`src/rtl/casez_match_table.sv`:
```
// Programmable wildcard priority matcher.
// ENTRIES (value, care, enable) slots are compared against each accepted key.
// The lowest-index enabled hit is returned through a single registered
// valid/ready output stage.

// One table slot: stores its pattern and flags whether the key hits it.
module casez_match_entry #(
    parameter int WIDTH = 3
) (
    input  logic             clk,
    input  logic             rst_n,
    input  logic             we,
    input  logic [WIDTH-1:0] wr_val,
    input  logic [WIDTH-1:0] wr_care,
    input  logic             wr_en,
    input  logic [WIDTH-1:0] key,
    output logic             hit
);

    logic [WIDTH-1:0] val_q, val_d;
    logic [WIDTH-1:0] care_q, care_d;
    logic             en_q, en_d;

    // Load the slot on a decoded write, otherwise hold.
    always_comb begin
        val_d  = val_q;
        care_d = care_q;
        en_d   = en_q;
        if (we) begin
            val_d  = wr_val;
            care_d = wr_care;
            en_d   = wr_en;
        end
    end

    // Slot storage; reset leaves the slot disabled and all-zero.
    always_ff @(posedge clk or negedge rst_n) begin
        if (!rst_n) begin
            val_q  <= '0;
            care_q <= '0;
            en_q   <= 1'b0;
        end else begin
            val_q  <= val_d;
            care_q <= care_d;
            en_q   <= en_d;
        end
    end

    // Only bits with care=1 must agree; care=0 bits are wildcards.
    assign hit = en_q && (((key ^ val_q) & care_q) == '0);

endmodule

module casez_match_table #(
    parameter int WIDTH   = 3,
    parameter int ENTRIES = 4,
    parameter int IDX_W   = $clog2(ENTRIES)
) (
    input  logic             clk,
    input  logic             rst_n,
    input  logic             cfg_we,
    input  logic [IDX_W-1:0] cfg_idx,
    input  logic [WIDTH-1:0] cfg_val,
    input  logic [WIDTH-1:0] cfg_care,
    input  logic             cfg_en,
    input  logic             in_valid,
    output logic             in_ready,
    input  logic [WIDTH-1:0] in_key,
    output logic             out_valid,
    input  logic             out_ready,
    output logic             out_hit,
    output logic [IDX_W-1:0] out_idx
);

    // One extra bit so the range check also works when ENTRIES is a power of 2.
    localparam logic [IDX_W:0] ENTRIES_X = (IDX_W + 1)'(ENTRIES);

    logic               cfg_idx_ok;
    logic [ENTRIES-1:0] ent_we;
    logic [ENTRIES-1:0] ent_hit;
    logic               hit_any;
    logic [IDX_W-1:0]   idx_sel;
    logic               accept;

    logic               out_valid_q, out_valid_d;
    logic               out_hit_q, out_hit_d;
    logic [IDX_W-1:0]   out_idx_q, out_idx_d;

    // Out-of-range indices (non-power-of-2 tables) must not alias onto a slot.
    assign cfg_idx_ok = ({1'b0, cfg_idx} < ENTRIES_X);

    genvar gi;
    generate
        for (gi = 0; gi < ENTRIES; gi++) begin : g_ent
            assign ent_we[gi] = cfg_we && cfg_idx_ok && (cfg_idx == IDX_W'(gi));

            casez_match_entry #(.WIDTH(WIDTH)) u_ent (
                .clk     (clk),
                .rst_n   (rst_n),
                .we      (ent_we[gi]),
                .wr_val  (cfg_val),
                .wr_care (cfg_care),
                .wr_en   (cfg_en),
                .key     (in_key),
                .hit     (ent_hit[gi])
            );
        end
    endgenerate

    // Priority encode: scanning downward lets the lowest hit index win.
    always_comb begin
        hit_any = 1'b0;
        idx_sel = '0;
        for (int i = ENTRIES - 1; i >= 0; i--) begin
            if (ent_hit[i]) begin
                hit_any = 1'b1;
                idx_sel = IDX_W'(i);
            end
        end
    end

    // The output register is free when empty or being drained this cycle.
    assign in_ready = !out_valid_q || out_ready;
    assign accept   = in_valid && in_ready;

    // Capture a lookup on accept; drop valid once drained with nothing new.
    // A stalled result is held, never recomputed against a newer table.
    always_comb begin
        out_valid_d = out_valid_q;
        out_hit_d   = out_hit_q;
        out_idx_d   = out_idx_q;
        if (accept) begin
            out_valid_d = 1'b1;
            out_hit_d   = hit_any;
            out_idx_d   = idx_sel;
        end else if (out_ready) begin
            out_valid_d = 1'b0;
        end
    end

    // Output stage register; reset drops any pending result.
    always_ff @(posedge clk or negedge rst_n) begin
        if (!rst_n) begin
            out_valid_q <= 1'b0;
            out_hit_q   <= 1'b0;
            out_idx_q   <= '0;
        end else begin
            out_valid_q <= out_valid_d;
            out_hit_q   <= out_hit_d;
            out_idx_q   <= out_idx_d;
        end
    end

    assign out_valid = out_valid_q;
    assign out_hit   = out_hit_q;
    assign out_idx   = out_idx_q;

endmodule

```
`config.mk`:
```
export PLATFORM = sky130hd
export DESIGN_NAME = casez_match_table
export DESIGN_NICKNAME = d
export VERILOG_FILES = /design/src/rtl/casez_match_table.sv
export SDC_FILE = /design/constraint.sdc
export NUM_CORES = 1
export LEC_CHECK = 0
export BUFFER_PORTS_ARGS = -buffer_cell sky130_fd_sc_hd__buf_2
export CAP_MARGIN = 10
export CORE_ASPECT_RATIO = 0.8
export CORE_MARGIN = 5
export CORE_UTILIZATION = 62
export CTS_BUF_LIST = sky130_fd_sc_hd__clkbuf_8
export DETAILED_ROUTE_END_ITERATION = 16
export PLACE_DENSITY = 0.89
export SLEW_MARGIN = 20
export SYNTH_ARGS = -nofsm -noshare
export SYNTH_HDL_FRONTEND = slang
export SYNTH_SLANG_ARGS = --single-unit
```
`constraint.sdc`:
```
create_clock -name clk -period 2.1 [get_ports clk]
set_clock_uncertainty 0.2 [all_clocks]
set_input_delay 0.315 -clock clk [delete_from_list [all_inputs] [get_ports clk]]
set_output_delay 0.315 -clock clk [all_outputs]
set_load 0.005 [all_outputs]
```
==> summary.txt, run 1 <==
Global route
  • Largest net degree at the start of global routing: 33
  • Vias in the first global route: 1011
  • First-pass GRT wire length: 4730 um
  • GRT Util Overall: 19.0%
  • Initial antenna violation count: 0
  • Grt ovf: 0

STA
  • Setup tns final: 0 ns
  • Slew HR: 53.6%
  • Slew Viols, Final: 0
  • Final hold violation count: 0
  • RSZ-0062 raised after global routing: no
  • Fmax: 660 MHz
  • Final setup violation count: 0
  • Hold slack: 0.0589 ns
  • Crit path time final: 1.51 ns
  • Worst slew pin tran: 0.696 ns
  • Final period util: 72.1%

Power
  • Max IR drop VDD: 655 uV
  • Power density cells: 961 mW/mm2
  • Lkg Pwr: 0.742 nW

Synth
  • Count of different cell masters after synthesis: 18
  • Gate Count Post-Synth: 99
  • Seq/Total Area, Yosys: 56.7%
  • Syn nets: 116
  • Mean Syn Cell Area: 14.3 um2
  • Yosys top cell by area: dfrtp_1
  • Flop and latch count out of synthesis: 32
  • Area fraction of the dominant cell type after synthesis: 56.7%
  • Mapped cell area: 0.00141 mm2
  • Yosys warns: 0
  • Top cells by area, synth: dfrtp_1, mux2_2, xor2_1

Setup path
  • CP endpoint kind: register
  • Critical path data required time: 2.07 ns
  • Critical path class: reg -> reg
  • CP Launch Type: register
  • CP Max Fanout: 2
  • WP data arrival: 1.48 ns

Clocking
  • Max Root-Sink Buffers: 2
  • Setup Buffers After CTS: 0
  • Post-cts gate resize count: 0
  • CTS buffer count: 5
  • Reg clk slew, reported paths: 0.06 ns
  • CTS Sinks: 32
  • Clock Latency Late Sink: 0.28 ns
  • CTS tree: done
  • Root buf cell: clkbuf_8
  • H-tree level count: 2
  • Hold Buf Count CTS: 1

Final layout
  • Fillcell total: 138
  • Antenna Diode Count: 0
  • Ratio of cells with drive above 1 in the final layout: 46.1%
  • Area Growth Syn to Fin: 15.9%
  • Reg area: 801 um2
  • Layout net count: 145
  • Area taken by multi-input logic gates: 607 um2

Place
  • Hpwl dp: 1960 um
  • Port Buffer Count: 21
  • GP Congestion: 0.748

Detailed routing
  • DRT iter0 DRCs: 31
  • Final wirelength: 2680 um
  • Vias: 908
  • Routed Antenna Nets: 0
  • DR pass1 iterations: 4
  • # DRC: 0
  • Vias per inst: 5.93
  • Avg WL per Cell: 17.5 um

Die
  • # rows: 15
  • Die Y: 52.7 um
  • Die area: 0.00334 mm2
  • I/O Pins: 22
  • Initial Utilization: 65.4%
  • Core ar.: 0.00216 mm2
  • Die W: 63.3 um

Worst hold path
  • Worst hold path class: in -> reg

Outcome
  • Status: finished, final reports clean

Job
  • Max-Cap Viols: 0
==> state kept, by name (all words and copies together), names as in the netlist <==
register,flops
g_ent.u_ent.care_q,12
g_ent.u_ent.val_q,12
g_ent.u_ent.en_q,4
out_idx,2
out_hit,1
out_valid,1
==> worst max-delay path, stage by stage, from the launching register on <==
cell	delay [ns]
dfrtp_1	0.38
xor2_1	0.16
a221oi_2	0.33
o21ai_1	0.12
a22o_1	0.21
==> stage by stage <==
stage / area, um2 / std cells / setup WS (ns) / total power [W] / util (%)
5_1_grt: 1640 / 153 / 0.465 / 0.00165 / 75.8
3_5_place_dp: 1550 / 145 / 0.486 / 0.00115 / 71.7
4_1_cts: 1640 / 153 / 0.578 / 0.00158 / 75.8
2_1_floorplan: 1410 / 99 / 0.687 / 0.00103 / -
3_3_place_gp: 1550 / 145 / 0.491 / 0.00113 / 71.7
6_report: 1640 / 153 / 0.585 / 0.00157 / 75.8
==> cell type report <==
cell class / instances / area share, %
clock buffer: 5 / 4.21
clock inverter: 2 / 0.536
inverter: 1 / 0.230
multi-input combinational: 66 / 37.1
sequential: 32 / 49.0
tap: 25 / 1.91
timing repair buffer: 22 / 7.04
==> kinds of logic after synthesis <==
kind of cell    count (synthesis)  synth area share (%)
flops                          32                  56.7
mux                            28                  22.3
simple gates                   15                  6.56
xor+xnor                       12                  7.45
compound gates                 11                  6.65
buf+inv                         1                 0.266
==> power breakdown <==
| part | internal (W) | leakage (nW) | total, W | switching, W |
|---|---|---|---|---|
| clock network | 0.000220 | 0.0452 | 0.000426 | 0.000206 |
| logic | 0.000176 | 0.318 | 0.000325 | 0.000149 |
| registers | 0.000743 | 0.379 | 0.000820 | 0.0000770 |
| total | 0.00114 | 0.742 | 0.00157 | 0.000432 |
==> cell usage in the layout, fill, tap and decap left out, drive strengths merged <==
cell type    synthesis  layout
o21ai                3       3
a22oi                3       3
inv                  1       2
xnor2                1       1
a21oi                1       1
dfrtp               32      32
clkbuf               0       5
nand3                3       3
mux2                28      28
a22o                 1       1
nor3b                1       1
buf                  0      21
nand2b               2       2
a31oi                2       2
nand3b               2       2
nand2                6       6
xor2                11      11
nor2b                1       1
dlygate4sd3          0       1
clkinv               0       1
a221oi               1       1
==> synth_stat cells <==
cell      count
dfrtp_1      32
nand3_1       3
nor2b_2       1
a221oi_2      1
a31oi_4       1
inv_1         1
nor3b_4       1
xnor2_1       1
nand2_1       6
xor2_1       11
mux2_2       28
a22o_1        1
nand2b_1      2
a31oi_1       1
a22oi_1       3
nand3b_1      2
a21oi_1       1
o21ai_1       3
==> worst paths after layout <==
path	start	to	slack, ns	cells after the start
worst min register to register	g_ent[1].u_ent.care_q[2]	g_ent[1].u_ent.care_q[2]	0.31	1
max in group asynchronous	rst_n	g_ent[0].u_ent.care_q[0]	0.84	2
worst max register to register	g_ent[2].u_ent.val_q[2]	out_idx[0]	0.59	4
worst max-delay path	g_ent[2].u_ent.val_q[2]	out_idx[0]	0.59	4
min in group asynchronous	rst_n	g_ent[1].u_ent.care_q[2]	0.42	2
worst min-delay path	in_valid	out_valid	0.06	2
==> per-layer routing <==
metal  share of wire (%)  track usage [%]  up-vias
met4                 1.1             5.19        0
met2                  50             32.3       33
met5                   0                0        -
met1                  41             22.4      458
met3                 7.2             7.51        3
li1                    -                -      414
No activity file was read; power rests on OpenSTA's default activity.
==> inputs of run 2 (changes only) <==
--- a/config.mk
+++ b/config.mk
@@ -9,10 +9,10 @@
 export CAP_MARGIN = 10
 export CORE_ASPECT_RATIO = 0.8
 export CORE_MARGIN = 5
-export CORE_UTILIZATION = 62
+export CORE_UTILIZATION = 58
 export CTS_BUF_LIST = sky130_fd_sc_hd__clkbuf_8
 export DETAILED_ROUTE_END_ITERATION = 16
-export PLACE_DENSITY = 0.89
+export PLACE_DENSITY = 0.84
 export SLEW_MARGIN = 20
 export SYNTH_ARGS = -nofsm -noshare
 export SYNTH_HDL_FRONTEND = slang
==> constraint.sdc (replaced) <==
create_clock -name clk -period 1.6 [get_ports clk]
set_clock_uncertainty 0.2 [all_clocks]
set_input_delay 0.24 -clock clk [delete_from_list [all_inputs] [get_ports clk]]
set_output_delay 0.24 -clock clk [all_outputs]
set_load 0.005 [all_outputs]
==> summary.txt, run 2 (synthesis gave the netlist of run 1 again) <==
Outcome
  • Status: finished, final reports clean

Setup path
  • Buf/Inv on CP: 0 (unchanged)
  • Critical path data required time: 1.60 ns (-0.47 ns)
  • Critical path class: reg -> reg
  • CP Launch Type: register
  • Cell Chain, Critical Path: xor2_1 > a22oi_1 > nand3_1 > nor2b_4 > a31oi_1
  • WP data arrival: 1.52 ns (+0.04 ns)
  • Top delay family on crit path: flip-flops
  • Largest stage delay, worst path: 0.39 ns (about the same)
  • Slowest-stage cell, CP: dfrtp_1
  • CP Max Fanout: 2 (unchanged)
  • CP endpoint kind: register

Die
  • I/O Pins: 22 (unchanged)
  • # rows: 16 (+1)
  • Die Y: 54.1 um (+2.7%)
  • Die area: 0.00353 mm2 (+5.7%)
  • Core ar.: 0.00238 mm2 (+10%)
  • Initial Utilization: 59.2% (-6.1 points)
  • Die W: 65.2 um (+2.9%)

Global route
  • Vias in the first global route: 930 (-8.0%)
  • First-pass GRT wire length: 4280 um (-9.5%)
  • Grt ovf: 0 (unchanged)
  • Initial antenna violation count: 0 (unchanged)
  • GRT Util Overall: 17.4% (-1.6 points)
  • Largest net degree at the start of global routing: 33 (unchanged)

Final layout
  • Commonest non-fill, non-tap cell in the layout: dfrtp_1
  • Largest regs: g_ent.u_ent.care_q (12), g_ent.u_ent.val_q (12), g_ent.u_ent.en_q (4)
  • Area Growth Syn to Fin: 20.0%
  • Ratio of cells with drive above 1 in the final layout: 47.7% (+1.6 points)
  • Most frequent cells in the layout: dfrtp_1, mux2_2, buf_2, xor2_1, clkbuf_8
  • Layout net count: 149 (+2.8%)
  • Final core utilization: 71.1% (-4.7 points)
  • Antenna Diode Count: 0 (unchanged)
  • Final Non-Filler Cells: 159 (+3.9%)

STA
  • Fmax: 657 MHz (-0.46%)
  • Final setup violation count: 0 (unchanged)
  • Final period util: 95.1% (+23 points)
  • Crit path time final: 1.52 ns (+0.00702 ns)
  • Worst slew pin tran: 0.420 ns (-0.276 ns)
  • Worst Slack Setup Final: 0.0782 ns (-0.507 ns)
  • RSZ-0062 raised after global routing: no
  • Final hold violation count: 0 (unchanged)
  • Setup tns final: 0 ns (unchanged)
  • Slew Viols, Final: 0 (unchanged)
  • Slew HR: 71.9% (+18 points)

Clocking
  • Reg clk slew, reported paths: 0.06 ns (about the same)
  • Root buf cell: clkbuf_8
  • Max Root-Sink Buffers: 2 (unchanged)
  • CTS tree: done
  • H-tree level count: 2 (unchanged)
  • Clock Latency Late Sink: 0.28 ns (about the same)
  • CTS Sinks: 32 (unchanged)
  • CTS buffer count: 5 (unchanged)

Worst hold path
  • Worst hold path class: in -> reg

Power
  • Power density cells: 1280 mW/mm2 (+34%)
  • Lkg Pwr: 0.774 nW (+4.2%)
  • Max IR drop VDD: 603 uV (-8.1%)
  • Tot Pwr: 0.00217 W (+38%)

Place
  • Port Buffer Count: 21 (unchanged)
  • GP Congestion: 0.754 (+0.87%)
  • Hpwl dp: 1880 um (-4.0%)
  • Placement-stage worst setup slack: 0.0312 ns (-0.455 ns)
  • Placed insts: 149 (+2.8%)

Job
  • Max-Cap Viols: 0 (unchanged)

Detailed routing
  • Final wirelength: 2550 um (-5.0%)
  • Vias per inst: 5.55 (-6.4%)
  • DR pass1 iterations: 4 (unchanged)
  • # DRC: 0 (unchanged)
  • Routed Antenna Nets: 0 (unchanged)
  • Avg WL per Cell: 16.0 um (-8.5%)
  • DRT iter0 DRCs: 12 (-61%)
  • Vias: 883 (-2.8%)
[run 2: cell type report]
class / instances / area, um2
Sequential cell: 32 / 801
Fill cell: 156 / 688
Multi-Input combinational cell: 66 / 612
Timing Repair Buffer: 26 / 148
Clock buffer: 7 / 96.3
Tap cell: 27 / 33.8
Inverter: 1 / 3.75
[run 2: through the flow]
stage	hold WS, ns	instance area (um2)
floorplan	-0.256	1410
global placement	0.0757	1570
CTS	0.0208	1680
finish	0.0295	1690
global route	0.0287	1690
detailed placement	0.0786	1570
[run 2: report_power, final]
group | switching (W) | total, W | internal, W | leakage [nW]
Combinational | 0.000199 | 0.000449 | 0.000249 | 0.345
Clock | 0.000272 | 0.000654 | 0.000382 | 0.0503
Sequential | 0.0000968 | 0.00107 | 0.000975 | 0.379
Total | 0.000568 | 0.00217 | 0.00161 | 0.774
[run 2: what timing repair did]
action | in CTS | in global routing
resized for setup | 0 | 1
hold buffers | 2 | 0
hold endpoints to repair | 33 | 0
endpoints found under the setup margin | 0 | 2
buffers inserted | 0 | 1
[run 2: path summary, 6_finish.rpt]
kind | to | depth (start not counted) | from | slack, ns
setup / recovery | out_hit | 5 | g_ent[3].u_ent.val_q[2] | 0.08
max in group asynchronous | g_ent[1].u_ent.val_q[1] | 3 | rst_n | 0.61
setup reg to reg | out_hit | 5 | g_ent[3].u_ent.val_q[2] | 0.08
min in group asynchronous | out_hit | 3 | rst_n | 0.30
hold / removal | g_ent[3].u_ent.val_q[0] | 2 | cfg_val[0] | 0.03
hold reg to reg | out_idx[1] | 2 | out_idx[1] | 0.29
[run 2: metal layers]
layer / up-vias / track usage (%) / routed length (um)
met2: 21 / 30.1 / 1270
met5: - / 0 / 0
li1: 422 / - / -
met3: 5 / 5.22 / 141
met1: 435 / 19.8 / 1110
met4: 0 / 9.31 / 28
